<file path="src/rtl/dynode_energy_integ.sv">
// Baseline-subtracted dynode energy integrator: sums (16*adc - bl12) over a window per event
// and presents the result through a valid/ack handshake. Optional macro: DYN_PUREJECT_EN.
module dynode_energy_integ #(
  parameter int ACCW  = 20,
  parameter int DROPW = 8
) (
  input  logic             clk,
  input  logic             reset,
  input  logic             dyn_event,
  input  logic             dyn_pileup,
  input  logic [7:0]       dyn_adcdly,
  input  logic [15:0]      dyn_curval,
  input  logic [5:0]       intlen,
  input  logic [3:0]       holdoff,
  input  logic             dyn_ene_ack,
  output logic [15:0]      dyn_energy,
  output logic             dyn_ene_pu,
  output logic             dyn_ene_valid,
  output logic             dyn_busy,
  output logic [DROPW-1:0] dyn_drop_cnt
);

  typedef enum logic [1:0] {
    ST_IDLE  = 2'd0,
    ST_INTEG = 2'd1,
    ST_HOLD  = 2'd2
  } state_t;

  state_t                  r_state;
  logic                    r_event_d;
  logic                    r_pileup_d;
  logic                    r_armed;
  logic [11:0]             r_bl12;
  logic signed [ACCW-1:0]  r_acc;
  logic [6:0]              r_cnt;
  logic [6:0]              r_len;
  logic [3:0]              r_hcnt;
  logic                    r_pu_flag;
  logic [15:0]             r_energy;
  logic                    r_ene_pu;
  logic                    r_ene_valid;
  logic [DROPW-1:0]        r_drop_cnt;

  logic                    w_start;
  logic                    w_pu_rise;
  logic [11:0]             w_bl_use;
  logic signed [ACCW-1:0]  w_corr;
  logic signed [ACCW-1:0]  w_sum;
  logic [6:0]              w_len_now;
  logic [6:0]              w_cnt_next;
  logic                    w_pu_next;
  logic                    w_last;
  logic                    w_publish;
  logic                    w_reject;
  logic                    w_drop_inc;

  function automatic logic [6:0] len_decode(input logic [5:0] l);
    return (l == 6'd0) ? 7'd64 : {1'b0, l};
  endfunction

  function automatic logic signed [ACCW-1:0] corr_sample(input logic [7:0] adc,
                                                         input logic [11:0] bl);
    logic signed [12:0] c;
    c = $signed({1'b0, adc, 4'b0000}) - $signed({1'b0, bl});
    return {{(ACCW-13){c[12]}}, c};
  endfunction

  // Negative sums clamp to 0, oversize sums to full scale; result is in ADC LSB units.
  function automatic logic [15:0] clamp_energy(input logic signed [ACCW-1:0] a);
    logic signed [ACCW-1:0] sh;
    sh = a >>> 4;
    if (a[ACCW-1])
      return 16'h0000;
    else if (sh > $signed({{(ACCW-16){1'b0}}, 16'hFFFF}))
      return 16'hFFFF;
    else
      return sh[15:0];
  endfunction

  function automatic logic [DROPW-1:0] sat_inc(input logic [DROPW-1:0] v);
    return (&v) ? v : v + {{(DROPW-1){1'b0}}, 1'b1};
  endfunction

  assign w_start   = dyn_event & ~r_event_d & r_armed;
  assign w_pu_rise = dyn_pileup & ~r_pileup_d;

  // In the start cycle the baseline and length come straight from the inputs.
  always_comb begin
    w_bl_use   = r_bl12;
    w_len_now  = r_len;
    w_sum      = r_acc + w_corr;
    w_cnt_next = r_cnt + 7'd1;
    w_pu_next  = r_pu_flag | w_pu_rise | dyn_pileup;
    w_last     = 1'b0;
    if (r_state == ST_IDLE) begin
      w_bl_use   = dyn_curval[15:4];
      w_len_now  = len_decode(intlen);
      w_sum      = w_corr;
      w_cnt_next = 7'd1;
      w_pu_next  = dyn_pileup;
      w_last     = w_start && (w_len_now == 7'd1);
    end else if (r_state == ST_INTEG) begin
      w_last     = (w_cnt_next == r_len);
    end
  end

  assign w_corr = corr_sample(dyn_adcdly, w_bl_use);

`ifdef DYN_PUREJECT_EN
  assign w_publish = w_last & ~w_pu_next;
  assign w_reject  = w_last &  w_pu_next;
`else
  assign w_publish = w_last;
  assign w_reject  = 1'b0;
`endif

  assign w_drop_inc = w_reject | (w_publish & r_ene_valid & ~dyn_ene_ack);

  always_ff @(posedge clk or posedge reset) begin
    if (reset) begin
      r_event_d  <= 1'b0;
      r_pileup_d <= 1'b0;
      r_armed    <= 1'b0;
    end else begin
      r_event_d  <= dyn_event;
      r_pileup_d <= dyn_pileup;
      r_armed    <= r_armed | ~dyn_event;
    end
  end

  // Window sequencer: IDLE -> INTEG -> HOLD -> IDLE.
  always_ff @(posedge clk or posedge reset) begin
    if (reset) begin
      r_state   <= ST_IDLE;
      r_bl12    <= 12'd0;
      r_acc     <= '0;
      r_cnt     <= 7'd0;
      r_len     <= 7'd0;
      r_hcnt    <= 4'd0;
      r_pu_flag <= 1'b0;
    end else begin
      case (r_state)
        ST_IDLE: begin
          if (w_start) begin
            r_bl12    <= dyn_curval[15:4];
            r_len     <= w_len_now;
            r_acc     <= w_sum;
            r_cnt     <= w_cnt_next;
            r_pu_flag <= w_pu_next;
            if (w_last) begin
              r_state <= ST_HOLD;
              r_hcnt  <= holdoff;
            end else begin
              r_state <= ST_INTEG;
            end
          end
        end
        ST_INTEG: begin
          r_acc     <= w_sum;
          r_cnt     <= w_cnt_next;
          r_pu_flag <= w_pu_next;
          if (w_last) begin
            r_state <= ST_HOLD;
            r_hcnt  <= holdoff;
          end
        end
        ST_HOLD: begin
          if (r_hcnt == 4'd0)
            r_state <= ST_IDLE;
          else
            r_hcnt <= r_hcnt - 4'd1;
        end
        default: r_state <= ST_IDLE;
      endcase
    end
  end

  // Output word: a publish while an unacked word is pending is dropped and counted.
  always_ff @(posedge clk or posedge reset) begin
    if (reset) begin
      r_energy    <= 16'd0;
      r_ene_pu    <= 1'b0;
      r_ene_valid <= 1'b0;
      r_drop_cnt  <= '0;
    end else begin
      if (r_ene_valid && dyn_ene_ack)
        r_ene_valid <= 1'b0;
      if (w_publish && (!r_ene_valid || dyn_ene_ack)) begin
        r_energy    <= clamp_energy(w_sum);
`ifdef DYN_PUREJECT_EN
        r_ene_pu    <= 1'b0;
`else
        r_ene_pu    <= w_pu_next;
`endif
        r_ene_valid <= 1'b1;
      end
      if (w_drop_inc)
        r_drop_cnt <= sat_inc(r_drop_cnt);
    end
  end

  assign dyn_energy    = r_energy;
  assign dyn_ene_pu    = r_ene_pu;
  assign dyn_ene_valid = r_ene_valid;
  assign dyn_busy      = (r_state != ST_IDLE);
  assign dyn_drop_cnt  = r_drop_cnt;

endmodule
</file>
<file path="config.mk">
export PLATFORM = sky130hd
export DESIGN_NAME = dynode_energy_integ
export DESIGN_NICKNAME = d
export VERILOG_FILES = /design/src/rtl/dynode_energy_integ.sv
export SDC_FILE = /design/constraint.sdc
export NUM_CORES = 1
export LEC_CHECK = 0
export CELL_PAD_IN_SITES_DETAIL_PLACEMENT = 1
export CELL_PAD_IN_SITES_GLOBAL_PLACEMENT = 1
export CORE_UTILIZATION = 39
export DETAILED_ROUTE_END_ITERATION = 10
export GPL_TIMING_DRIVEN = 0
export PLACE_DENSITY_LB_ADDON = 0.12
export SETUP_SLACK_MARGIN = 0.1
export SLEW_MARGIN = 0
export SYNTH_ARGS = -nofsm -noshare
export SYNTH_HDL_FRONTEND = slang
export SYNTH_SLANG_ARGS = --single-unit
</file>
<file path="constraint.sdc">
create_clock -name clk -period 5.46 [get_ports clk]
set_clock_uncertainty 0.1 [all_clocks]
set_input_delay 1.092 -clock clk [delete_from_list [all_inputs] [get_ports clk]]
set_output_delay 1.092 -clock clk [all_outputs]
set_load 0.1 [all_outputs]
</file>
==> key figures, run 1 <==
Outcome
  – Outcome: finished clean

Detailed routing
  – Initial drt markers: 203
  – Remaining DRCs: 0
  – Routed WL: between 15 and 20 mm
  – Vias: approximately 4800
  – DR vias/cell: 5.49
  – WL per Instance: approximately 18 um
  – First-pass DRT Iterations: 4
  – DRT antenna net count: 0

Timing
  – Post-layout minimum cycle time: slightly above 5 ns
  – Fmax achieved: between 150 and 200 MHz
  – Setup_tns: 0 ns
  – Final Setup Violations: 0
  – Slew Viols, Final: 0
  – Worst setup margin: between 0.3 and 0.4 ns
  – Slew headroom: 0.334
  – Measured slew at the worst slew-check pin: around 1.0 ns
  – Final Hold Viols: 0
  – Final Cycle Share: 0.932
  – RSZ-0062 raised after global routing: no

Clocking
  – CTS tree: built
  – Hold Buf Count CTS: 0
  – Clock buffer depth: 2
  – H-Tree Depth: 3
  – Clock Tree Root: clkbuf_16
  – CTS Sinks: between 80 and 90
  – Worst-path clk slew: around 0.070 ns
  – Total CTS buffers: 9
  – Worst skew pair latency: approximately 0.35 ns

Synthesis
  – Post-synthesis mux area share: 0.0358
  – Commonest register cell after synthesis: dfrtp_1
  – Top cells by area, synth: dfrtp_1, nand2_1, ha_1
  – Synthesized flop and latch total: 81
  – Number of enable flip-flop cells after synthesis: 0
  – Asr flop ratio synth: 1.00
  – Yosys top cell by area: dfrtp_1
  – Post-Synth XOR/XNOR Area: 0.0755
  – Post-synth top area share: 0.376
  – Average cell area after synthesis: just under 9 um2
  – Post-Synth Adder-Cell Area: 0.0758
  – Synth Cell Area: 0.00538 mm2
  – Compound-Gate Fraction of Synth Area: 0.210
  – Syn Inst Count: approximately 600
  – Combinational family with the most area after synthesis: compound AO/OA/AOI/OAI gates
  – Seq/Total Area, Yosys: 0.376
  – Synth Area in Simple Gates: 0.195
  – Synth Warn #: 0
  – Post-Syn Nets: 678
  – Netlist cell types: 68

Layout
  – Commonest non-fill, non-tap cell in the layout: nand2_1
  – Ant diodes: 0
  – Design Area, Final: 0.00676 mm2
  – Area Growth Syn to Fin: 25.5%
  – Fraction of layout cells with a size suffix above 1: 0.122
  – Nets: approximately 760
  – Final Util: 0.506
  – Most frequent cells in the layout: nand2_1, dfrtp_1, clkdlybuf4s50_1

Critical path
  – Nature of the critical path endpoint: flip-flop
  – CP required: 5.57 ns
  – Worst Setup Start Kind: flip-flop
  – Data arrival, critical path: 5.20 ns
  – Most used cell, CP: buf_6
  – Cell chain of the critical path: buf_6, nor2_8, buf_6, buf_6, buf_8, mux2i_2, ha_4, a21o_1, a31o_2, a211oi_4, nor2_1, xor2_1, ha_4, o21ai_1, a211oi_2, o21a_1, a21oi_1, or3_1, a21oi_2, xor2_2, buf_6, o31ai_1
  – Critical path type: reg2reg
  – Crit Path Max Fanout: 10
  – Critical path buffers and inverters: 5
  – FF-to-FF setup slack: around 0.37 ns
  – Slowest Stage Delay on Critical Path: approximately 0.38 ns
  – CP max-delay cell: dfrtp_1
  – Worst path top cell family by delay: compound AO/OA/AOI/OAI gates

Global routing
  – First-pass GRT wire length: 26.0 mm
  – Total grt overflow: 0
  – Vias in the first global route: 5019
  – Largest net degree at the start of global routing: 65
  – All-Layer GR Usage: 0.234
  – Initial antenna violation count: 0

Min path
  – Hold Path Class: reg2reg

Flow run
  – Max-cap violations: 0

Place
  – Post-DP Area: between 0.006 and 0.007 mm2
  – Post-DP HPWL: between 10 and 15 mm
  – RePlAce Congestion: between 0.8 and 0.9
  – DP Worst Slack: -1.12 ns
  – I/O Buffers: 61

Floorplanning
  – Area of the die: about 0.014 mm2
  – Placement Rows: 42
  – Initial core utilization: 0.403
  – Die height: 119 um
  – Die W: 119 um
  – Core Area: ~0.013 mm2
  – IO Count: 66
-- per-layer routing --
layer,wire length [um],track usage,vias up
li1,-,-,2317
met1,7350,0.301,2367
met2,8080,0.409,64
met3,366,0.0442,14
met4,152,0.0430,0
met5,0,0,-
-- cell type report --
cell class / count / area, um2
clock buffer: 11 / 233
fill: 1592 / 6590
multi-input combinational: 486 / 3340
clock inverter: 5 / 32.5
tap: 176 / 220
buffer: 20 / 144
inverter: 19 / 73.8
sequential: 81 / 2030
timing repair buffer: 69 / 691
-- cell usage after synthesis (all sizes together) (4+ instances only) --
cell    count
nor3       11
o211a       4
inv        19
nand4       7
clkbuf     12
nand3       4
a31oi       8
o21a        4
o211ai      8
a21oi      34
xnor2      24
ha         31
nand2b     10
a21o        9
dfrtp      81
xor2       13
o31ai      14
nor2       41
or3         6
a211oi      7
buf         9
o21ai      55
mux2i      17
and3        7
nand2     122
-- flip-flops by register name, summed over array words and instances, names as in the netlist --
| signal | count |
|---|---|
| r_bl12 | 12 |
| r_cnt | 7 |
| dyn_ene_valid | 1 |
| r_acc | 20 |
| r_state | 2 |
| dyn_energy | 16 |
| r_hcnt | 4 |
| r_event_d | 1 |
| r_armed | 1 |
| dyn_ene_pu | 1 |
| r_len | 7 |
| r_pu_flag | 1 |
| dyn_drop_cnt | 8 |
-- worst reg2reg max path: stages, from the launching register on --
cell,delay [ns]
dfrtp_1,0.38
buf_6,0.15
nor2_8,0.17
buf_6,0.17
buf_6,0.18
buf_8,0.18
mux2i_2,0.30
ha_4,0.26
a21o_1,0.21
a31o_2,0.30
a211oi_4,0.27
nor2_1,0.09
xor2_1,0.20
ha_4,0.34
o21ai_1,0.11
a211oi_2,0.27
o21a_1,0.18
a21oi_1,0.09
or3_1,0.35
a21oi_2,0.19
xor2_2,0.19
buf_6,0.19
o31ai_1,0.09
-- cells by family (layout without fill, tap and decap cells) --
family / count (synthesis) / after routing
buffers and inverters: 40 / 124
adders and majority gates: 32 / 32
xor gates and xnor gates: 40 / 40
DFF: 81 / 81
muxes: 19 / 19
and+or+nand+nor: 227 / 227
AOI/OAI and AO/OA: 168 / 168
-- path summary, 6_finish.rpt --
path                                         endpoint                      start  depth (start not counted)
max                         dyn_energy[1]$_DFFE_PP0P_     r_state[1]$_DFFE_PP0P_                         22
min                         dyn_energy[4]$_DFFE_PP0P_  dyn_energy[4]$_DFFE_PP0P_                          2
max reg2reg                 dyn_energy[1]$_DFFE_PP0P_     r_state[1]$_DFFE_PP0P_                         22
min reg2reg                 dyn_energy[4]$_DFFE_PP0P_  dyn_energy[4]$_DFFE_PP0P_                          2
max in group asynchronous        r_cnt[6]$_DFFE_PP0P_                      reset                          3
min in group asynchronous  dyn_energy[11]$_DFFE_PP0P_                      reset                          2
-- per-stage QoR --
| step | hold WS, ns | instances |
|---|---|---|
| finish | 0.372 | 867 |
| CTS | 0.379 | 863 |
| global placement | 0.352 | 844 |
| detailed placement | 0.362 | 845 |
| global route | 0.400 | 867 |
| floorplan | 0.335 | 607 |
-- timing repair --
action	CTS	global route
gates resized for setup	21	30
endpoints found under the setup margin	27	19
pin swaps	2	5
setup buffers	2	5
Power of run 1 is left out: the tool's default activity adds up to more than one toggle a clock period on the data nets, which glitch-free logic cannot reach.
==> run 2, diff against run 1 <==
--- a/config.mk
+++ b/config.mk
@@ -7,6 +7,7 @@
 export LEC_CHECK = 0
 export CELL_PAD_IN_SITES_DETAIL_PLACEMENT = 1
 export CELL_PAD_IN_SITES_GLOBAL_PLACEMENT = 1
+export CORE_ASPECT_RATIO = 0.6
 export CORE_UTILIZATION = 39
 export DETAILED_ROUTE_END_ITERATION = 10
 export GPL_TIMING_DRIVEN = 0
==> run 2 against run 1 <==
Compared with the run above: design area increased by 2.1%; hold slack improved by 0.0038 ns; sequential share of layout area decreased by 0.60 points; register-to-register slack got worse by 0.13 ns; routed wire length increased by 7.6%; via count increased by 3.3%; clock-buffer cell count decreased by 2.
==> key figures, run 2 (synthesis results as in run 1) <==
Critical path
  – CP required: 5.60 ns (+0.03 ns)
  – Nature of the critical path endpoint: flip-flop
  – Worst Setup Start Kind: flip-flop
  – Crit Path Max Fanout: 14 (+4)
  – Critical path type: reg2reg
  – Data arrival, critical path: 5.35 ns (+0.15 ns)

Global routing
  – All-Layer GR Usage: 0.244 (+0.0101)
  – Total grt overflow: 0 (unchanged)
  – First-pass GRT wire length: 26.6 mm (+2.4%)
  – Largest net degree at the start of global routing: 57 (-12%)
  – Initial antenna violation count: 1 (+1)
  – Vias in the first global route: 4909 (-2.2%)

Clocking
  – CTS tree: built
  – H-Tree Depth: 3 (unchanged)
  – Worst-path clk slew: 0.07 ns (about the same)
  – Clock Tree Root: clkbuf_16
  – Total CTS buffers: 9 (unchanged)
  – Worst skew pair latency: 0.35 ns (about the same)
  – CTS Sinks: 81 (unchanged)
  – Clock buffer depth: 2 (unchanged)

Layout
  – Most frequent cells in the layout: nand2_1, dfrtp_1, clkdlybuf4s50_1
  – Area Growth Syn to Fin: 28.1%
  – Area of the multi-input gates: 0.00338 mm2 (+1.4%)
  – Fraction of layout cells with a size suffix above 1: 0.138 (+0.0160)
  – # fillers: 1526 (-4.1%)
  – Commonest non-fill, non-tap cell in the layout: nand2_1
  – Sequential cell area: 0.00203 mm2 (unchanged)
  – Top reg by flops: r_acc
  – Largest register FFs: 20 (unchanged)
  – Design Area, Final: 0.00690 mm2 (+2.1%)
  – Ant diodes: 0 (unchanged)
  – Nets: 764 (+0.92%)

Floorplanning
  – Initial core utilization: 0.410 (+0.00661)
  – Die height: 93.0 um (-22%)
  – Core Area: 0.0131 mm2 (-1.6%)
  – Die W: 154 um (+29%)
  – Placement Rows: 32 (-24%)
  – Area of the die: 0.0143 mm2 (+0.11%)
  – IO Count: 66 (unchanged)

Timing
  – Slew Viols, Final: 0 (unchanged)
  – Final Setup Violations: 0 (unchanged)
  – Setup_tns: 0 ns (unchanged)
  – Slew headroom: 0.312 (-0.0216)
  – Fmax achieved: 192 MHz (-2.4%)
  – Post-layout minimum cycle time: 5.21 ns (+0.126 ns)
  – Final Hold Viols: 0 (unchanged)
  – Measured slew at the worst slew-check pin: 1.03 ns (+0.0323 ns)
  – Final Cycle Share: 0.955 (+0.0231)
  – RSZ-0062 raised after global routing: no

Outcome
  – Outcome: finished clean

Place
  – Post-DP HPWL: 12.6 mm (+5.0%)
  – RePlAce Congestion: 0.910 (+6.2%)
  – I/O Buffers: 61 (unchanged)
  – Post-DP Area: 0.00624 mm2 (-0.12%)

Flow run
  – Max-cap violations: 0 (unchanged)

Detailed routing
  – Vias: 4920 (+3.3%)
  – Initial drt markers: 228 (+12%)
  – DRT antenna net count: 0 (unchanged)
  – DR vias/cell: 5.67 (+3.2%)
  – First-pass DRT Iterations: 4 (unchanged)
  – Routed WL: 17.2 mm (+7.6%)
  – Remaining DRCs: 0 (unchanged)
  – WL per Instance: 19.8 um (+7.5%)

Min path
  – Hold Path Class: reg2reg
run 2: repair_timing:
item / in CTS / in global routing
hold buffers: 0 / 0
buffers inserted: 2 / 10
endpoints found under the hold margin: 0 / 0
gates cloned: 0 / 1
endpoints found under the setup margin: 27 / 19
pin swaps: 3 / 13
gates resized for setup: 28 / 36
run 2: path summary, 6_finish.rpt:
check / cells after the start / endpoint / slack, ns / from
min reg2reg: 1 / r_armed$_DFF_PP0_ / 0.38 / r_armed$_DFF_PP0_
min in group asynchronous: 2 / r_cnt[5]$_DFFE_PP0P_ / 0.97 / reset
max reg2reg: 23 / dyn_energy[7]$_DFFE_PP0P_ / 0.25 / r_state[0]$_DFFE_PP0P_
max: 23 / dyn_energy[7]$_DFFE_PP0P_ / 0.25 / r_state[0]$_DFFE_PP0P_
max in group asynchronous: 3 / r_acc[3]$_DFFE_PP0P_ / 3.69 / reset
min: 1 / r_armed$_DFF_PP0_ / 0.38 / r_armed$_DFF_PP0_
run 2: layout make-up:
type | instances | area share
multi-input cells | 486 | 0.491
well taps | 170 | 0.0308
flip-flops and latches | 81 | 0.294
clock buffers | 9 | 0.0327
inverters | 19 | 0.0111
clock inverters | 7 | 0.00889
repair buffers | 75 | 0.107
plain buffers | 21 | 0.0247
run 2: layer usage:
layer / track usage / vias to the layer above / wire length [um] / part of all wire
li1: - / 2332 / - / -
met1: 0.364 / 2472 / 8730 / 0.51
met2: 0.350 / 101 / 7210 / 0.42
met3: 0.0621 / 13 / 1080 / 0.063
met4: 0.0508 / 2 / 130 / 0.0076
met5: 0 / - / 12 / 0.00070
run 2: critical path, cell delays in order, from the launching register on:
cell      delay, ns
dfrtp_1        0.36
buf_4          0.18
nor2_8         0.16
inv_4          0.09
buf_6          0.16
clkbuf_8       0.19
buf_6          0.17
mux2i_1        0.14
ha_2           0.37
and3_4         0.19
o2111a_2       0.30
a211oi_4       0.10
o31a_1         0.29
buf_12         0.17
ha_4           0.34
nand2_2        0.12
a211oi_2       0.21
o21a_1         0.22
a21oi_2        0.09
or3_4          0.37
a21oi_4        0.21
xor2_4         0.12
buf_6          0.15
o31ai_1        0.26
run 2: per-stage QoR:
stage,hold WS (ns),utilization,setup slack (ns),std cells
global placement,0.351,0.473,-0.936,838
floorplan,0.335,-,0.230,607
detailed placement,0.353,0.475,-1.03,839
CTS,0.373,0.507,0.103,857
finish,0.376,0.525,0.246,868
global route,0.410,0.525,0.0573,868
Power of run 2 is left out for the same reason.
==> run 3, diff against run 2 <==
--- a/config.mk
+++ b/config.mk
@@ -8,7 +8,7 @@
 export CELL_PAD_IN_SITES_DETAIL_PLACEMENT = 1
 export CELL_PAD_IN_SITES_GLOBAL_PLACEMENT = 1
 export CORE_ASPECT_RATIO = 0.6
-export CORE_UTILIZATION = 39
+export CORE_UTILIZATION = 43
 export DETAILED_ROUTE_END_ITERATION = 10
 export GPL_TIMING_DRIVEN = 0
 export PLACE_DENSITY_LB_ADDON = 0.12
==> constraint.sdc (replaced) <==
create_clock -name clk -period 5.55 [get_ports clk]
set_clock_uncertainty 0.1 [all_clocks]
set_input_delay 1.11 -clock clk [delete_from_list [all_inputs] [get_ports clk]]
set_output_delay 1.11 -clock clk [all_outputs]
set_load 0.1 [all_outputs]
==> run 3 against run 2 <==
Compared with the run above: global-route usage rose by 2.2 points; clock-buffer cell count increased by 2; sequential cell count is the same; hold slack improved by 0.0065 ns; critical path depth stayed put; via count is 0.45% higher; register-to-register slack improved by 0.06 ns; first-iteration DRC count is 31% higher; largest cell class unchanged.
==> key figures, run 3 (synthesis results as in run 1) <==
Place
  – Placed cell count: 834 (-0.60%)
  – DP Worst Slack: -0.906 ns (+0.128 ns)
  – RePlAce Congestion: 0.902 (-0.92%)
  – I/O Buffers: 61 (unchanged)
  – Post-DP Area: 0.00623 mm2 (-0.14%)
  – Post-DP HPWL: 12.6 mm (-0.18%)

Global routing
  – Largest net degree at the start of global routing: 54 (-5.3%)
  – All-Layer GR Usage: 0.266 (+0.0219)
  – First-pass GRT wire length: 26.5 mm (-0.52%)
  – Initial antenna violation count: 0 (-1)
  – Vias in the first global route: 4972 (+1.3%)
  – Total grt overflow: 0 (unchanged)

Timing
  – Measured slew at the worst slew-check pin: 1.03 ns (+0.00611 ns)
  – Slew headroom: 0.308 (-0.00409)
  – Worst setup margin: 0.307 ns (+0.0613 ns)
  – Final Hold Viols: 0 (unchanged)
  – Slew Viols, Final: 0 (unchanged)
  – RSZ-0062 raised after global routing: no
  – Fmax achieved: 191 MHz (-0.55%)
  – Final Setup Violations: 0 (unchanged)
  – Post-layout minimum cycle time: 5.24 ns (+0.0287 ns)
  – Fin Hold WS: 0.382 ns (+0.00654 ns)
  – Final Cycle Share: 0.945 (-0.0103)

Clocking
  – CTS Sinks: 81 (unchanged)
  – Clock buffer depth: 2 (unchanged)
  – Total CTS buffers: 9 (unchanged)
  – Worst-path clk slew: 0.07 ns (about the same)
  – Worst skew pair latency: 0.35 ns (about the same)
  – Clock Tree Root: clkbuf_16
  – H-Tree Depth: 3 (unchanged)
  – CTS tree: built
  – Hold Buf Count CTS: 0 (unchanged)

Detailed routing
  – Routed WL: 16.8 mm (-1.9%)
  – Vias: 4942 (+0.45%)
  – Initial drt markers: 298 (+31%)
  – Remaining DRCs: 0 (unchanged)
  – DRT antenna net count: 0 (unchanged)
  – WL per Instance: 19.7 um (-0.38%)
  – First-pass DRT Iterations: 4 (unchanged)
  – DR vias/cell: 5.78 (+2.0%)

Layout
  – Sequential cell area: 0.00203 mm2 (unchanged)
  – Ant diodes: 0 (unchanged)
  – Design Area, Final: 0.00671 mm2 (-2.7%)
  – Most frequent cells in the layout: nand2_1, dfrtp_1, clkdlybuf4s50_1
  – # fillers: 1416 (-7.2%)
  – Largest register FFs: 20 (unchanged)
  – Top reg by flops: r_acc
  – Final Non-Filler Cells: 855 (-1.5%)
  – Commonest non-fill, non-tap cell in the layout: nand2_1
  – Fraction of layout cells with a size suffix above 1: 0.107 (-0.0303)
  – Area of the multi-input gates: 0.00327 mm2 (-3.3%)
  – Area Growth Syn to Fin: 24.6%
  – Nets: 756 (-1.0%)

Floorplanning
  – Die height: 88.7 um (-4.7%)
  – Placement Rows: 31 (-3.1%)
  – Core Area: 0.0121 mm2 (-7.6%)
  – Die W: 146 um (-4.7%)
  – Initial core utilization: 0.443 (+0.0335)
  – Area of the die: 0.0130 mm2 (-9.1%)
  – IO Count: 66 (unchanged)

Critical path
  – Crit Path Max Fanout: 14 (unchanged)
  – FF-to-FF setup slack: 0.31 ns (+0.06 ns)
  – Data arrival, critical path: 5.39 ns (+0.04 ns)
  – Worst path top cell family by delay: compound AO/OA/AOI/OAI gates
  – Critical path type: reg2reg
  – Worst Setup Start Kind: flip-flop
  – Critical path buffers and inverters: 7 (unchanged)
  – Nature of the critical path endpoint: flip-flop
  – Cell chain of the critical path: buf_6, nor2_8, inv_4, buf_6, buf_6, buf_6, mux2i_1, ha_4, and3_1, o2111a_2, a211oi_4, o31a_1, buf_6, ha_2, nand2_1, a211oi_2, o21a_1, a21oi_2, or3_1, a21oi_2, xor2_2, buf_4, o31ai_1
  – CP required: 5.70 ns (+0.10 ns)
  – Slowest Stage Delay on Critical Path: 0.39 ns (+0.02 ns)
  – CP max-delay cell: ha_2
  – Most used cell, CP: buf_6

Min path
  – Hold Path Class: reg2reg

Outcome
  – Outcome: finished clean

Flow run
  – Max-cap violations: 0 (unchanged)
run 3: cell type report:
class	count	area share
Clock inverter	5	0.00653
Multi-Input combinational cell	486	0.488
Inverter	19	0.0114
Tap cell	165	0.0308
Clock buffer	11	0.0377
Sequential cell	81	0.302
Timing Repair Buffer	67	0.101
Buffer	21	0.0229
run 3: through the flow:
stage	setup TNS, ns	utilization
finish	0	0.553
floorplan	0	-
global route	0	0.553
CTS	0	0.545
detailed placement	-15.28	0.513
global placement	-12.81	0.511
run 3: worst min-delay path: stages (launching register included):
cell     delay (ns)
dfrtp_1        0.34
nand2_1        0.05
nand2_1        0.06
run 3: what timing repair did:
action	4_1_cts	5_1_grt
buffers inserted	1	4
endpoints found under the setup margin	27	18
gates resized for setup	23	17
pin swaps	3	8
run 3: per-layer routing:
layer / GRT usage / part of all wire / up-vias
met5: 0 / 0 / -
met4: 0.0549 / 0.0084 / 0
met3: 0.0562 / 0.067 / 14
met2: 0.418 / 0.44 / 120
met1: 0.378 / 0.48 / 2481
li1: - / - / 2327
run 3: final timing paths:
path / start / to / cells past startpoint
setup / recovery: r_state[1]$_DFFE_PP0P_ / dyn_energy[0]$_DFFE_PP0P_ / 23
hold / removal: r_bl12[5]$_DFFE_PP0P_ / r_bl12[5]$_DFFE_PP0P_ / 2
setup reg to reg: r_state[1]$_DFFE_PP0P_ / dyn_energy[0]$_DFFE_PP0P_ / 23
hold reg to reg: r_bl12[5]$_DFFE_PP0P_ / r_bl12[5]$_DFFE_PP0P_ / 2
max in group asynchronous: reset / r_acc[12]$_DFFE_PP0P_ / 3
min in group asynchronous: reset / r_cnt[4]$_DFFE_PP0P_ / 2
Power of run 3 is left out for the same reason.
